--- src/rtl/i2s_pkg.sv ---
// Shared I2S definitions for the receive path. The transmitter uses the same
// sample widths and word-select polarity.
//   WS_LEFT / WS_RIGHT   : word-select polarity (0 = left channel)
//   *_SAMPLE_BITS        : legal and default captured word widths
//   i2s_state_e          : receiver framing FSM encoding
package i2s_pkg;

  localparam logic WS_LEFT  = 1'b0;
  localparam logic WS_RIGHT = 1'b1;

  localparam int MAX_SAMPLE_BITS     = 32;
  localparam int MIN_SAMPLE_BITS     = 8;
  localparam int DEFAULT_SAMPLE_BITS = 16;

  typedef enum logic [1:0] {
    SYNC  = 2'd0,
    LEFT  = 2'd1,
    RIGHT = 2'd2
  } i2s_state_e;

endpackage

--- src/rtl/i2s_edge_sync.sv ---
// Brings the asynchronous I2S bit clock, word select and serial data into the
// fabric clock domain. It also produces a one-cycle strobe for each rising
// edge of the synchronised bit clock.
//   i_clk, i_rst : fabric clock and synchronous active-high reset
//   i_bclk       : external bit clock
//   i_ws, i_sd   : external word select and serial data
//   o_strobe     : high for one cycle after the synchronised bit clock rises
//   o_ws, o_sd   : synchronised WS/SD, aligned with o_strobe
module i2s_edge_sync #(
  parameter int SYNC_STAGES = 2
) (
  input  logic i_clk,
  input  logic i_rst,
  input  logic i_bclk,
  input  logic i_ws,
  input  logic i_sd,
  output logic o_strobe,
  output logic o_ws,
  output logic o_sd
);

  logic [SYNC_STAGES-1:0] r_bclk_sync;
  logic [SYNC_STAGES-1:0] r_ws_sync;
  logic [SYNC_STAGES-1:0] r_sd_sync;
  logic                   r_bclk_prev;

  // Synchroniser chains, plus the previous synchronised bit clock for edge detection
  always_ff @(posedge i_clk) begin
    if (i_rst) begin
      r_bclk_sync <= '0;
      r_ws_sync   <= '0;
      r_sd_sync   <= '0;
      r_bclk_prev <= 1'b0;
    end else begin
      r_bclk_sync <= {r_bclk_sync[SYNC_STAGES-2:0], i_bclk};
      r_ws_sync   <= {r_ws_sync[SYNC_STAGES-2:0], i_ws};
      r_sd_sync   <= {r_sd_sync[SYNC_STAGES-2:0], i_sd};
      r_bclk_prev <= r_bclk_sync[SYNC_STAGES-1];
    end
  end

  // WS and SD go through chains of the same depth as the bit clock, so they
  // are captured together with the edge that samples them.
  assign o_strobe = r_bclk_sync[SYNC_STAGES-1] & ~r_bclk_prev;
  assign o_ws     = r_ws_sync[SYNC_STAGES-1];
  assign o_sd     = r_sd_sync[SYNC_STAGES-1];

endmodule

--- src/rtl/i2s_receiver.sv ---
// I2S slave receiver. It oversamples the I2S bus on the fabric clock and
// deserialises MSB-first left and right words. Complete stereo pairs are
// presented over a valid/ready handshake.
//   i_clk, i_rst          : fabric clock (>= 4x bit clock), synchronous active-high reset
//   i_i2s_clk_in          : external bit clock
//   i_i2s_word_select_in  : external WS (0 = left, 1 = right)
//   i_i2s_data_in         : external serial data
//   o_sample_left/right   : captured pair in the holding register
//   o_sample_valid        : holding register full
//   i_sample_ready        : consumer takes the pair when valid && ready
//   o_overrun             : one-cycle pulse when a completed pair is dropped
//   o_short_word          : one-cycle pulse when a word closed with too few bits
//   o_locked              : set after the first completed pair
module i2s_receiver
  import i2s_pkg::*;
#(
  parameter int SAMPLE_BITS = DEFAULT_SAMPLE_BITS,
  parameter int SYNC_STAGES = 2
) (
  input  logic                   i_clk,
  input  logic                   i_rst,
  input  logic                   i_i2s_clk_in,
  input  logic                   i_i2s_word_select_in,
  input  logic                   i_i2s_data_in,
  output logic [SAMPLE_BITS-1:0] o_sample_left,
  output logic [SAMPLE_BITS-1:0] o_sample_right,
  output logic                   o_sample_valid,
  input  logic                   i_sample_ready,
  output logic                   o_overrun,
  output logic                   o_short_word,
  output logic                   o_locked
);

  localparam int CW = $clog2(SAMPLE_BITS + 1);
  localparam int IW = $clog2(SAMPLE_BITS);

  logic                   w_strobe;
  logic                   w_ws;
  logic                   w_sd;
  logic                   w_ws_change;
  logic [SAMPLE_BITS-1:0] w_word_next;
  logic [CW-1:0]          w_count_next;
  logic [IW-1:0]          w_bit_idx;
  logic                   w_short;
  i2s_state_e             w_state_next;

  i2s_state_e             r_state;
  logic                   r_ws_prev;
  logic                   r_ws_valid;
  logic [SAMPLE_BITS-1:0] r_shift;
  logic [CW-1:0]          r_count;
  logic [SAMPLE_BITS-1:0] r_left_word;
  logic [SAMPLE_BITS-1:0] r_right_word;
  logic                   r_left_have;
  logic                   r_pair_pending;
  logic [SAMPLE_BITS-1:0] r_sample_left;
  logic [SAMPLE_BITS-1:0] r_sample_right;
  logic                   r_sample_valid;
  logic                   r_overrun;
  logic                   r_short_word;
  logic                   r_locked;

  i2s_edge_sync #(
    .SYNC_STAGES(SYNC_STAGES)
  ) u_edge_sync (
    .i_clk   (i_clk),
    .i_rst   (i_rst),
    .i_bclk  (i_i2s_clk_in),
    .i_ws    (i_i2s_word_select_in),
    .i_sd    (i_i2s_data_in),
    .o_strobe(w_strobe),
    .o_ws    (w_ws),
    .o_sd    (w_sd)
  );

  // No WS transition can be seen until one WS value has been recorded after reset.
  assign w_ws_change = r_ws_valid & (w_ws != r_ws_prev);
  assign w_bit_idx   = IW'(SAMPLE_BITS - 1) - IW'(r_count);
  assign w_short     = (w_count_next < CW'(SAMPLE_BITS));

  // Word value and count after placing the current SD bit MSB-first.
  // Bits beyond SAMPLE_BITS are ignored, and the count saturates.
  always_comb begin
    w_word_next  = r_shift;
    w_count_next = r_count;
    if (r_count < CW'(SAMPLE_BITS)) begin
      w_word_next[w_bit_idx] = w_sd;
      w_count_next           = r_count + CW'(1);
    end else begin
      w_count_next = r_count;
    end
  end

  // Framing next-state: a WS change on a strobe ends the current channel
  always_comb begin
    w_state_next = r_state;
    case (r_state)
      SYNC: begin
        if (w_strobe && w_ws_change) begin
          w_state_next = (w_ws == WS_RIGHT) ? RIGHT : LEFT;
        end else begin
          w_state_next = SYNC;
        end
      end
      LEFT: begin
        if (w_strobe && w_ws_change) begin
          w_state_next = RIGHT;
        end else begin
          w_state_next = LEFT;
        end
      end
      RIGHT: begin
        if (w_strobe && w_ws_change) begin
          w_state_next = LEFT;
        end else begin
          w_state_next = RIGHT;
        end
      end
      default: w_state_next = SYNC;
    endcase
  end

  // Framing state register
  always_ff @(posedge i_clk) begin
    if (i_rst) begin
      r_state <= SYNC;
    end else begin
      r_state <= w_state_next;
    end
  end

  // Word accumulation, channel latching, pair hand-off and status pulses
  always_ff @(posedge i_clk) begin
    if (i_rst) begin
      r_ws_prev      <= 1'b0;
      r_ws_valid     <= 1'b0;
      r_shift        <= '0;
      r_count        <= '0;
      r_left_word    <= '0;
      r_right_word   <= '0;
      r_left_have    <= 1'b0;
      r_pair_pending <= 1'b0;
      r_sample_left  <= '0;
      r_sample_right <= '0;
      r_sample_valid <= 1'b0;
      r_overrun      <= 1'b0;
      r_short_word   <= 1'b0;
      r_locked       <= 1'b0;
    end else begin
      r_overrun    <= 1'b0;
      r_short_word <= 1'b0;

      // A pair closed on the previous strobe is offered to the holding register.
      if (r_pair_pending) begin
        r_pair_pending <= 1'b0;
        r_locked       <= 1'b1;
        if (!r_sample_valid || i_sample_ready) begin
          r_sample_left  <= r_left_word;
          r_sample_right <= r_right_word;
          r_sample_valid <= 1'b1;
        end else begin
          r_overrun <= 1'b1;
        end
      end else if (r_sample_valid && i_sample_ready) begin
        r_sample_valid <= 1'b0;
      end

      if (w_strobe) begin
        r_ws_prev  <= w_ws;
        r_ws_valid <= 1'b1;
        if (w_ws_change) begin
          // This SD bit is the LSB of the channel that just ended.
          r_shift <= '0;
          r_count <= '0;
          case (r_state)
            LEFT: begin
              r_left_word  <= w_word_next;
              r_left_have  <= 1'b1;
              r_short_word <= w_short;
            end
            RIGHT: begin
              r_right_word   <= w_word_next;
              r_short_word   <= w_short;
              r_pair_pending <= r_left_have;
              r_left_have    <= 1'b0;
            end
            default: begin
              r_left_have <= 1'b0;
            end
          endcase
        end else if (r_state != SYNC) begin
          r_shift <= w_word_next;
          r_count <= w_count_next;
        end
      end
    end
  end

  assign o_sample_left  = r_sample_left;
  assign o_sample_right = r_sample_right;
  assign o_sample_valid = r_sample_valid;
  assign o_overrun      = r_overrun;
  assign o_short_word   = r_short_word;
  assign o_locked       = r_locked;

endmodule

--- config.mk ---
export PLATFORM = sky130hd
export DESIGN_NAME = i2s_receiver
export DESIGN_NICKNAME = d
export VERILOG_FILES = /design/src/rtl/i2s_pkg.sv /design/src/rtl/i2s_edge_sync.sv /design/src/rtl/i2s_receiver.sv
export SDC_FILE = /design/constraint.sdc
export NUM_CORES = 1
export LEC_CHECK = 0
export CORE_MARGIN = 4
export CORE_UTILIZATION = 25
export CTS_BUF_LIST = sky130_fd_sc_hd__clkbuf_16
export DETAILED_ROUTE_END_ITERATION = 16
export PLACE_DENSITY_LB_ADDON = 0.2
export SETUP_SLACK_MARGIN = 0.5
export SLEW_MARGIN = 20
export SYNTH_ARGS = -nofsm -noshare
export SYNTH_HDL_FRONTEND = slang
export SYNTH_HIERARCHICAL = 1
export SYNTH_SLANG_ARGS = --single-unit
--- constraint.sdc ---
create_clock -name i_clk -period 2.3 [get_ports i_clk]
set_clock_uncertainty 0.1 [all_clocks]
set_input_delay 0.575 -clock i_clk [delete_from_list [all_inputs] [get_ports i_clk]]
set_output_delay 0.575 -clock i_clk [all_outputs]
set_load 0.02 [all_outputs]
=== After elaboration in Yosys (flattened, before gate mapping) ===
Index checks and enable logic that the tools add are counted.

* Bits in registers: 102
* Input port bits: 6
* Output and inout port bits: 36

* Add/subtract/negate cells: 2
* Order comparisons: 4
* Equality and inequality tests: 4
* Multiplexer cells: 19
* Bitwise operators: 8
* Reductions and logical operators: 19

{| class="wikitable"
|+ Operator list
! kind !! number
|-
| 16-bit two-way mux || 3
|-
| 16-bit bitwise mux || 1
|-
| 5-bit two-way mux || 3
|-
| 5-bit < comparator, second input constant || 2
|-
| 2-bit two-way mux || 4
|-
| 2-bit AND reduction || 4
|-
| 4-bit OR reduction || 2
|-
| 1-bit two-way mux || 6
|-
| 1-bit NOT || 6
|-
| 2-bit one-hot mux with 3 select lines || 1
|-
| 3-bit AND reduction || 2
|-
| 2-bit nonzero test || 3
|-
| 5-bit by 1-bit adder with 5-bit output, second input constant || 1
|-
| 4-bit by 5-bit < comparator with 1-bit output, second input constant || 1
|-
| 1-bit demux with 4-bit select || 1
|-
| 4-bit by 1-bit greater-or-equal comparator with 1-bit output, second input constant || 1
|-
| 2-bit OR reduction || 2
|-
| 4-bit subtractor, first input constant || 1
|-
| 1-bit logical AND || 3
|-
| 1-bit AND || 2
|-
| 2-bit by 1-bit equality test with 1-bit output, second input constant || 1
|-
| 2-bit equality test, second input constant || 1
|-
| 2-bit zero test || 1
|-
| 2-bit by 1-bit inequality test with 1-bit output, second input constant || 1
|-
| other kinds (3) || 3
|}

=== Depth between registers and ports, before layout ===
* Depth after elaboration: 9
* Mapped depth: 8

=== Modules after synthesis ===
Netlist, hierarchy kept.

{| class="wikitable"
|+ Modules (own cells, without submodules)
! module !! times used !! cells each !! area an instance (µm²) !! seq. area each (µm²)
|-
| i2s_receiver || 1 || 425 || 3968.8 || 1901.8
|-
| i2s_edge_sync || 1 || 15 || 190.2 || 140.1
|}

=== Least setup slack after synthesis ===
OpenSTA, ideal clock, no wires.

* Path kind: register -> register
* Start point: register r_state[0]
* End point: register r_count[2]
* Setup time: 0.070 ns
* Arrival time: 1.591 ns
* Required time: 2.130 ns
* Slack: 0.539 ns
* Cell stages (with the launch flop): 7
* Clock period less this slack: 1.761 ns
* Cell sequence: dfxtp_1 -> inv_1 -> ha_1 -> or3b_1 -> buf_2 -> a2111o_1 -> a21oi_2

* Cells in the longest elaborated chain, start to end: 3

{| class="wikitable"
|+ RTL lines
! item !! line !! source
|-
| start, declared || i2s_receiver.sv:47 || <nowiki>i2s_state_e r_state;</nowiki>
|-
| start signal, assigned || i2s_receiver.sv:128 || <nowiki>r_state <= w_state_next;</nowiki>
|-
| 2-bit nonzero test || i2s_receiver.sv:191 || <nowiki>end else if (r_state != SYNC) begin</nowiki>
|-
| 2-bit nonzero test (no line) || - ||
|-
| 2-bit AND reduction (no line) || - ||
|-
| end signal, assigned || i2s_receiver.sv:193 || <nowiki>r_count <= w_count_next;</nowiki>
|-
| end, declared || i2s_receiver.sv:51 || <nowiki>logic [CW-1:0] r_count;</nowiki>
|}

No other way between the ends.
A chain may end at the register's enable or synchronous reset.

=== Worst setup path in the final report ===
* Start point: register r_count[0]
* End point: register r_right_word[5]

* Cells in the longest elaborated chain, start to end: 7
* Elaborated cells between the ends (all ways): 9
* Classes of those cells: add/sub: 1; order compare: 3; mux: 4; reduce/logical: 1

{| class="wikitable"
|+ RTL lines
! item !! line !! source
|-
| 4-bit subtractor || i2s_receiver.sv:78 || <nowiki>assign w_bit_idx = IW'(SAMPLE_BITS - 1) - IW'(r_count);</nowiki>
|-
| 4-bit by 5-bit < comparator with 1-bit output (implied by the code) / 4-bit by 1-bit greater-or-equal comparator with 1-bit output (equally long branches) || i2s_receiver.sv:87 || <nowiki>w_word_next[w_bit_idx] = w_sd;</nowiki>
|-
| 1-bit logical AND (implied by the code) || i2s_receiver.sv:87 ||
|-
| 1-bit two-way mux (implied by the code) || i2s_receiver.sv:87 ||
|-
| 1-bit demux with 4-bit select || i2s_receiver.sv:87 ||
|-
| 16-bit bitwise mux || i2s_receiver.sv:87 ||
|-
| 16-bit two-way mux * || i2s_receiver.sv:86 || <nowiki>if (r_count < CW'(SAMPLE_BITS)) begin</nowiki>
|-
| end signal, assigned || i2s_receiver.sv:182 || <nowiki>r_right_word <= w_word_next;</nowiki>
|-
| end, declared || i2s_receiver.sv:53 || <nowiki>logic [SAMPLE_BITS-1:0] r_right_word;</nowiki>
|}

Every way passes the cells marked *; elsewhere a longest branch is shown, timed or not.

==> impl_metrics.ini <==
[outcome]
status = complete, no violations

[global_routing]
antenna_found_initial = 0
globalRouteOverflowTotal = 0
global_route_wire_length_before_repair_um = 17480
grt_use_total = 0.1178
grt_max_degree = 84
grt_pass1_vias = 3251

[synth]
synth.yosys.seq_area_share = 0.4910
yosys_register_bits = 102
synthesis.instances = 440
synth_top_family_by_area = compound AO/OA/AOI/OAI gates
synth-edff-count = 0
synth.distinct_cells = 41
synth_compound_gate_area_share = 0.2425
synthesis.yosys.warnings = 6
yosys-mux-area-fraction = 0.04332
mappedNetlistNets = 454
synth_ff_type = dfxtp_1
yosys.area_share.adder = 0.02407
synth_xor_area_frac = 0.004212
synth.cell_area_um2 = 4159
synthesized_area_fraction_occupied_by_and_or_nand_nor_cells = 0.1324
avgSynthCellArea_um2 = 9.452
async_flop_share = 0

[finish]
antennaDiodeCount = 0
num-fill-cells = 1689
drive_above_1_share = 0.1639
area_delta_synth_final_pct = 26.02
fin_area_um2 = 5241
nNetsFinal = 486

[critical_path]
critical_path_required_ns = 2.41
timing.critical_path.arrival_ns = 1.86
startpoint_type = flop
timing.setup.critical_path_class = reg2reg
critical_path.endpoint_type = flop
timing.critical_path.fanout_max = 6

[sta]
final-hold-violation-count = 0
setup_viol_count_final = 0
timing_max_transition_violations_final = 0
final.setup.tns_ns = 0
min_period_ns = 1.753
fmax_ghz = 0.5706
worstMarginPinSlew_ns = 0.9300
worst_slack_ns = 0.5474
grt_setup_unrepaired = yes
min_period_over_period = 0.7620
slew-limit-headroom = 0.3793

[power]
pwr-share-clk = 0.446
power.share.switching = 0.2219
power_density_over_cell_area_nw_per_um2 = 653.3
comb_power_share = 0.033
total_leakage_power_nw = 1.852
p_seq_frac = 0.521
worst_voltage_drop_across_the_vdd_grid_v = 0.0003604
intPower_w = 0.002664
netSwitchingPower_w = 0.0007599

[min_path]
hp-class = reg2reg

[route]
route.vias.total = 3335
routed_via_density = 4.819
final_antenna_net_count = 0
finalWirelength_um = 10570
wire_per_inst_um = 15.28
remaining_drc_errors = 0
drt_iter0_drc = 209
first_pass_iters = 4

[die]
core_region_area_um2 = 16120
design.portCount = 42
fp.dieArea_um2 = 18760
row_count = 46
die_w_um = 137.0
start_util = 0.2581
floorplan.die.height_um = 137.0

[flow_run]
cap_viol_max_count = 0

[place]
area_post_placement_um2 = 4731
dpl_worst_slack_ns = 0.1763
placement.io_buffers = 41
globalplace.congestion = 0.7400
dp_hpwl_um = 6749

[clocking]
postCtsHoldBufs = 0
cts_root_buf = clkbuf_16
tritoncts_num_sinks = 102
cts_tree = yes
clock_tree.buffer_depth = 2
worstSkewPairLatency_ns = 0.35
ctsHtreeMaxLevel = 3
clock_buffers_created_by_tritoncts = 9
clkTransAtPathRegs_ns = 0.07
==> cells by family (layout without fill, tap and decap cells) <==
kind of cell             Yosys count  count (layout)
AO/OA/AOI/OAI                    164             164
AND/OR/NAND/NOR                   89              89
flip-flops                       102             102
multiplexers                      18              18
adder cells (fa/ha/maj)            8               8
buffers and inverters             57              93
XOR/XNOR                           2               2
==> cells in the final DEF (no fill, tap or decap), types with 3 or more instances in the layout <==
cell type	count
clkbuf_16	9
dfxtp_2	7
mux2i_2	3
nor4b_2	3
clkdlybuf4s50_1	4
dfxtp_1	94
dlygate4sd2_1	36
buf_12	4
ha_1	6
nor2_1	9
nand3_1	33
nor2b_1	9
nand4b_1	4
buf_4	21
and4bb_2	6
nand2_1	5
and3_1	4
inv_1	8
o2bb2ai_1	18
mux2i_1	15
o21ai_0	35
a21oi_1	68
a211oi_1	32
==> what timing repair did <==
item | 4_1_cts | 5_1_grt
setup endpoints to repair | 87 | 47
pin swaps | 3 | 5
setup buffers | 9 | 8
resized for setup | 55 | 17
==> flip-flops by register name, indices dropped and copies added (netlist names), 2 cells and up <==
register	cells
u_edge_sync/r_ws_sync	2
u_edge_sync/r_bclk_sync	2
r_shift	16
o_sample_right	16
r_right_word	16
o_sample_left	16
r_left_word	16
r_count	5
r_state	2
u_edge_sync/r_sd_sync	2
==> critical path, stage by stage (launching register included) <==
cell and delay (ns):
dfxtp_2 0.41, inv_1 0.08, ha_1 0.25, and4bb_2 0.25, mux2i_1 0.38, a211oi_1 0.14
==> worst paths after layout <==
kind | slack [ns] | cells past startpoint | end | from
worst max-delay path | 0.55 | 5 | r_right_word[5]$_SDFFE_PP0P_ | r_count[0]$_SDFFE_PP0P_
worst min-delay path | 0.34 | 1 | u_edge_sync/r_ws_sync[1]$_SDFF_PP0_ | u_edge_sync/r_ws_sync[0]$_SDFF_PP0_
worst max register to register | 0.55 | 5 | r_right_word[5]$_SDFFE_PP0P_ | r_count[0]$_SDFFE_PP0P_
worst min register to register | 0.34 | 1 | u_edge_sync/r_ws_sync[1]$_SDFF_PP0_ | u_edge_sync/r_ws_sync[0]$_SDFF_PP0_
==> stage by stage <==
step	util	hold WS [ns]	std cells	total power, W
global route	0.3252	0.3529	692	0.003557
CTS	0.3175	0.3399	684	0.003458
global placement	0.2929	0.3237	660	0.001911
floorplan	-	0.3138	440	0.001882
detailed placement	0.2936	0.3245	660	0.001914
finish	0.3252	0.3364	692	0.003424
==> area by class of cell <==
type                       instances  area [um^2]  area share
inverter                          10        37.54    0.007162
timing repair buffer              68        614.3      0.1172
clock buffer                       9        225.2     0.04297
clock inverter                     6        68.82     0.01313
sequential                       102         2054      0.3920
tap                              216        270.3     0.05156
multi-input combinational        281         1971      0.3760
==> metal layers <==
metal / vias to the layer above / part of all wire / GRT usage
li1: 1676 / - / -
met1: 1600 / 0.50 / 0.1608
met2: 49 / 0.46 / 0.1837
met3: 10 / 0.028 / 0.01654
met4: 0 / 0.016 / 0.05488
met5: - / 0 / 0
==> power by group through the flow <==
stage                     clock network (W)  registers, W  logic (W)
after floorplan                           0       0.00182  0.0000656
after global placement                    0       0.00182  0.0000872
after detailed placement                  0       0.00182  0.0000902
after CTS                           0.00157       0.00178   0.000101
after global routing                0.00165       0.00178   0.000124
final                               0.00153       0.00178   0.000114
==> synthesized netlist by cell type (all sizes together), types with 2 or more instances <==
| library cell | n | share of area |
|---|---|---|
| a211oi | 32 | 0.058 |
| a21oi | 69 | 0.084 |
| a311oi | 2 | 0.0057 |
| and2 | 3 | 0.0045 |
| and3 | 4 | 0.0060 |
| and4bb | 6 | 0.018 |
| buf | 20 | 0.029 |
| clkbuf | 27 | 0.024 |
| dfxtp | 102 | 0.49 |
| ha | 8 | 0.024 |
| inv | 10 | 0.0090 |
| mux2i | 18 | 0.043 |
| nand2 | 5 | 0.0045 |
| nand2b | 2 | 0.0030 |
| nand3 | 33 | 0.040 |
| nand4b | 4 | 0.0084 |
| nor2 | 9 | 0.0081 |
| nor2b | 10 | 0.015 |
| nor3 | 2 | 0.0024 |
| nor4b | 4 | 0.0084 |
| nor4bb | 2 | 0.0048 |
| o21ai | 37 | 0.045 |
| o2bb2ai | 18 | 0.038 |
Power figures use the tool's default switching activity.
